--- src/rtl/uart_pkg.sv ---
// Shared UART definitions: default bit timing, data width and FSM state encodings.
package uart_pkg;

  localparam int UART_CLKS_PER_BIT = 10416;  // 100 MHz / 9600 baud
  localparam int UART_DATA_BITS    = 8;

  typedef enum logic [2:0] {
    IDLE   = 3'd0,
    START  = 3'd1,
    DATA   = 3'd2,
    STOP   = 3'd3,
    PARITY = 3'd4
  } uart_state_e;

endpackage

--- src/rtl/uart_baud_counter.sv ---
// Bit-period counter: counts 0..CLKS_PER_BIT-1 while enabled and pulses bit_tick_o on the last count.
module uart_baud_counter #(
  parameter int CLKS_PER_BIT = 16
) (
  input  logic clk_i,
  input  logic rst_i,
  input  logic clear_i,
  input  logic enable_i,
  output logic bit_tick_o
);

  localparam int                CNT_W = $clog2(CLKS_PER_BIT);
  localparam logic [CNT_W-1:0]  LAST  = CNT_W'(CLKS_PER_BIT - 1);

  logic [CNT_W-1:0] cnt_q, cnt_d;

  assign bit_tick_o = enable_i && !clear_i && (cnt_q == LAST);

  always_comb begin
    cnt_d = cnt_q;
    if (clear_i) begin
      cnt_d = '0;
    end else if (enable_i) begin
      // wrap on the tick so the next bit period starts at zero
      cnt_d = (cnt_q == LAST) ? '0 : cnt_q + CNT_W'(1);
    end
  end

  always_ff @(posedge clk_i) begin
    if (rst_i) begin
      cnt_q <= '0;
    end else begin
      cnt_q <= cnt_d;
    end
  end

endmodule

--- src/rtl/uart_tx.sv ---
// 8N1 UART transmitter, LSB first, registered tx output.
// Define UART_TX_PARITY_EN to insert an even-parity bit between the data and stop bits.
module uart_tx
  import uart_pkg::*;
#(
  parameter int CLKS_PER_BIT = UART_CLKS_PER_BIT
) (
  input  logic                      clk,
  input  logic                      rst,
  input  logic                      tx_start,
  input  logic [UART_DATA_BITS-1:0] tx_data,
  output logic                      tx,
  output logic                      tx_busy,
  output logic                      tx_done
);

  // state  | meaning
  // IDLE   | line high, waiting for tx_start
  // START  | start bit (low) for one bit period
  // DATA   | eight data bits, LSB first
  // PARITY | even parity bit (only with UART_TX_PARITY_EN)
  // STOP   | stop bit (high); tx_done pulses on exit

  localparam logic [2:0] LAST_BIT = 3'(UART_DATA_BITS - 1);

  uart_state_e               state_q, state_d;
  logic [UART_DATA_BITS-1:0] shift_q, shift_d;
  logic [2:0]                bit_cnt_q, bit_cnt_d;
  logic                      tx_q, tx_d;
  logic                      busy_q, busy_d;
  logic                      done_q, done_d;
  logic                      bit_tick;

  uart_baud_counter #(
    .CLKS_PER_BIT (CLKS_PER_BIT)
  ) u_baud (
    .clk_i      (clk),
    .rst_i      (rst),
    .clear_i    (state_q == IDLE),
    .enable_i   (state_q != IDLE),
    .bit_tick_o (bit_tick)
  );

  always_comb begin
    state_d   = state_q;
    shift_d   = shift_q;
    bit_cnt_d = bit_cnt_q;
    tx_d      = tx_q;
    busy_d    = busy_q;
    done_d    = 1'b0;
    case (state_q)
      IDLE: begin
        tx_d      = 1'b1;
        bit_cnt_d = '0;
        if (tx_start) begin
          shift_d = tx_data;
          tx_d    = 1'b0;
          busy_d  = 1'b1;
          state_d = START;
        end
      end
      START: begin
        if (bit_tick) begin
          tx_d    = shift_q[0];
          state_d = DATA;
        end
      end
      DATA: begin
        if (bit_tick) begin
          if (bit_cnt_q == LAST_BIT) begin
            bit_cnt_d = '0;
`ifdef UART_TX_PARITY_EN
            tx_d      = ^shift_q;
            state_d   = PARITY;
`else
            tx_d      = 1'b1;
            state_d   = STOP;
`endif
          end else begin
            // shift_q is never shifted, so parity can still be taken from it
            bit_cnt_d = bit_cnt_q + 3'd1;
            tx_d      = shift_q[bit_cnt_q + 3'd1];
          end
        end
      end
`ifdef UART_TX_PARITY_EN
      PARITY: begin
        if (bit_tick) begin
          tx_d    = 1'b1;
          state_d = STOP;
        end
      end
`endif
      STOP: begin
        if (bit_tick) begin
          busy_d  = 1'b0;
          done_d  = 1'b1;
          state_d = IDLE;
        end
      end
      default: begin
        tx_d    = 1'b1;
        busy_d  = 1'b0;
        state_d = IDLE;
      end
    endcase
  end

  always_ff @(posedge clk) begin
    if (rst) begin
      state_q   <= IDLE;
      shift_q   <= '0;
      bit_cnt_q <= '0;
      tx_q      <= 1'b1;
      busy_q    <= 1'b0;
      done_q    <= 1'b0;
    end else begin
      state_q   <= state_d;
      shift_q   <= shift_d;
      bit_cnt_q <= bit_cnt_d;
      tx_q      <= tx_d;
      busy_q    <= busy_d;
      done_q    <= done_d;
    end
  end

  assign tx      = tx_q;
  assign tx_busy = busy_q;
  assign tx_done = done_q;

endmodule

--- config.mk ---
export PLATFORM = sky130hd
export DESIGN_NAME = uart_tx
export DESIGN_NICKNAME = d
export VERILOG_FILES = /design/src/rtl/uart_pkg.sv /design/src/rtl/uart_baud_counter.sv /design/src/rtl/uart_tx.sv
export SDC_FILE = /design/constraint.sdc
export NUM_CORES = 1
export LEC_CHECK = 0
export CORE_ASPECT_RATIO = 2
export CORE_MARGIN = 3
export CORE_UTILIZATION = 56
export DETAILED_ROUTE_END_ITERATION = 16
export GPL_ROUTABILITY_DRIVEN = 1
export PLACE_DENSITY = 0.88
export RECOVER_POWER = 25
export SLEW_MARGIN = 0
export SYNTH_ARGS = -nofsm -noshare
export SYNTH_HDL_FRONTEND = slang
export SYNTH_SLANG_ARGS = --single-unit
--- constraint.sdc ---
create_clock -name clk -period 2.2 [get_ports clk]
set_input_delay 0.44 -clock clk [delete_from_list [all_inputs] [get_ports clk]]
set_output_delay 0.44 -clock clk [all_outputs]
set_load 0.03 [all_outputs]
==> flow_metrics.env <==
export IMPL_outcome="finished, final reports clean"
export IMPL_rows=26
export IMPL_maxCapViolCount=0
export IMPL_fin_ws_ns=0.244
export IMPL_grt_overflow_total=0
export IMPL_hold_violations=0
export IMPL_avgSynthCellArea_sq_um=8.63
export IMPL_hp_class="reg -> reg"
export IMPL_cp_required_ns=2.37
export IMPL_cts_root_buf="clkbuf_8"
export IMPL_synth_distinct_cells=38
export IMPL_gp_congestion=0.882
export IMPL_setup_violations=0
export IMPL_utilization=0.690
export IMPL_cts_max_level=2
export IMPL_cts_sinks=30
export IMPL_drt_pass1_iterations=4
export IMPL_design_power_total_mw=1.79
export IMPL_period_minus_slack_ns=1.96
export IMPL_hold_buffers=0
export IMPL_slew_headroom=0.714
export IMPL_cp_start_kind="flop"
export IMPL_final_max_slew_viol_count=0
export IMPL_tritoncts="built"
export IMPL_drc=0
export IMPL_vdd_ir_drop_max_mv=0.789
export IMPL_p_leak_nw=0.644
export IMPL_core_area_sq_um=2600
export IMPL_track_usage=0.222
export IMPL_final_common_cell="dfxtp_1"
export IMPL_cts_clk_slew_worst_paths_ns=0.06
export IMPL_synth_nets=197
export IMPL_fin_crit_sh=0.889
export IMPL_ys_seq_elements=30
export IMPL_nets=212
export IMPL_tightest_slew_ns=0.429
export IMPL_clk_latency_ns=0.29
export IMPL_worstPathCellList="inv_1 > ha_1 > and4b_1 > nand4_2 > a21o_2 > a221oi_1"
export IMPL_io_pins=14
export IMPL_grt_pass1_vias=1336
export IMPL_die_area_sq_um=3450
export IMPL_yosys_area_top_type_share=0.391
export IMPL_drt_total_wl_microns=3380
export IMPL_rsz0062_at_grt="false"
export IMPL_yosys_warnings=0
export IMPL_dp_slack_ns=0.303
export IMPL_first_iter_violations=23
export IMPL_antenna_found_initial=0
export IMPL_n_antenna_cell=0
export IMPL_wl_per_cell_microns=15.2
export IMPL_start_util=0.590
export IMPL_final_cell_area_sq_um=1800
export IMPL_grt_pass1_wl_microns=5840
export IMPL_p_switching_mw=0.603
export IMPL_drtAntennaViolNets=0
export IMPL_syn_area_sq_um=1540
export IMPL_p_int_mw=1.19
export IMPL_syn_inst=178
export IMPL_dpl_cell_area_sq_um=1690
export IMPL_critPathMaxFanout=7
export IMPL_syn_to_final_growth_pct=16.9
export IMPL_numCtsBuffers=5
export IMPL_post_cts_resized=0
export IMPL_critical_path_slowest_cell="dfxtp_1"
export IMPL_vias=1365
export IMPL_clk_path_buf_depth=2
export IMPL_synth_top_cell_by_area="dfxtp_1"
export IMPL_yosys_top_cells_area="dfxtp_1 (39%), ha_1 (6.5%), xnor2_1 (6.3%)"
export IMPL_critPathKind="reg -> reg"
export IMPL_seqPwrFrac=0.373
export IMPL_fin_setup_tns_ns=0
export IMPL_layout_common_cells="dfxtp_1 (30), nor2_1 (18), nand3_1 (16), nand2_1 (16), clkdlybuf4s50_1 (13)"
export IMPL_post_dp_hpwl_microns=2580
export IMPL_slowest_delay_ns=0.40
export IMPL_end_kind="flop"
export IMPL_finalClockSkew_ns=0.00600
export IMPL_clock_fmax_ghz=0.511
export IMPL_arrival_ns=2.13
export IMPL_synth_seq_area_share=0.391
export IMPL_pwr_share_comb=0.326
export IMPL_io_buffers=13
export IMPL_switching_share=0.337
export IMPL_drive_gt1_frac=0.0773
export IMPL_vias_per_cell=6.15
export IMPL_die_x_microns=43.0
export IMPL_power_density_nw_per_um2=998
export IMPL_clkPwrFrac=0.301
export IMPL_grt_start_max_net_pins=20
export IMPL_post_cts_buffers=0
export IMPL_fillers=214
export IMPL_fp_dieH_microns=80.1
[layer usage]
layer	track usage	share of wire
met1	0.206	0.34
met2	0.419	0.59
met3	0.0583	0.040
met4	0.121	0.035
met5	0	0
[logic make-up (layout without fill, tap and decap cells)]
| family | count (synthesis) | after routing | synth area share |
|---|---|---|---|
| buffers and inverters | 14 | 30 | 0.0350 |
| adder cells (fa/ha/maj) | 8 | 8 | 0.0651 |
| AO/OA/AOI/OAI | 23 | 23 | 0.0888 |
| multiplexers | 6 | 6 | 0.0391 |
| flip-flops | 30 | 30 | 0.391 |
| AND/OR/NAND/NOR | 85 | 85 | 0.313 |
| XOR/XNOR | 12 | 12 | 0.0684 |
[power groups by stage]
stage,registers (mW),clock network [mW],logic [mW]
finish,0.668,0.540,0.584
global route,0.677,0.571,0.651
CTS,0.666,0.549,0.581
detailed placement,0.678,0,0.573
global placement,0.671,0,0.551
floorplan,0.698,0,0.392
[critical path, delay by kind of cell, from the launching register on]
family / cells / cell delay, ns
AO/OA/AOI/OAI: 2 / 0.57
adder cells (fa/ha/maj): 1 / 0.25
buffers and inverters: 1 / 0.11
flip-flops: 1 / 0.40
AND/OR/NAND/NOR: 2 / 0.52
[synth_stat cells (all sizes together)]
master   number
ha            8
a211oi        2
a22oi         1
a21oi        10
or4           1
a21o          2
o21ai         4
or2           1
nor2         18
nand4bb       1
nor4          5
nor3          3
nand3        16
inv           6
nand4b        2
and4b         1
buf           1
nand2b        3
or3           2
dfxtp        30
mux2i         6
nor4b         1
nor3b         1
xnor2        11
a31oi         3
nand3b        3
clkbuf        7
nand2        16
nand4         4
nor2b         1
and3          3
xor2          1
a221oi        1
and4bb        1
and2          1
and2b         1
[path summary, 6_finish.rpt]
kind                                         startpoint  slack (ns)                       to  depth (start not counted)
worst min-delay path            shift_q[3]$_SDFFE_PP0P_        0.45  shift_q[3]$_SDFFE_PP0P_                          2
worst max-delay path            state_q[0]$_SDFFE_PP0P_        0.24  state_q[0]$_SDFFE_PP0P_                          6
worst min register to register  shift_q[3]$_SDFFE_PP0P_        0.45  shift_q[3]$_SDFFE_PP0P_                          2
worst max register to register  state_q[0]$_SDFFE_PP0P_        0.24  state_q[0]$_SDFFE_PP0P_                          6
[per-stage QoR]
step	hold slack, ns	instances
after CTS	0.456	222
after floorplan	0.426	178
after detailed placement	0.448	214
after global routing	0.477	222
final	0.454	222
after global placement	0.442	214
[sequential cells by signal, summed over array words and instances, names as in the netlist]
name / cells
tx: 1
u_baud.cnt_q: 14
state_q: 2
tx_done: 1
tx_busy: 1
shift_q: 8
bit_cnt_q: 3
[area by class of cell]
class	count	area [sq um]	share of cell area
inverters	6	22.5	0.0125
clock buffers	5	68.8	0.0383
clock inverters	3	40.0	0.0223
multi-input cells	134	876	0.488
well taps	28	35.0	0.0195
flip-flops and latches	30	601	0.334
repair buffers	16	153	0.0850
Power figures use the tool's default switching activity.
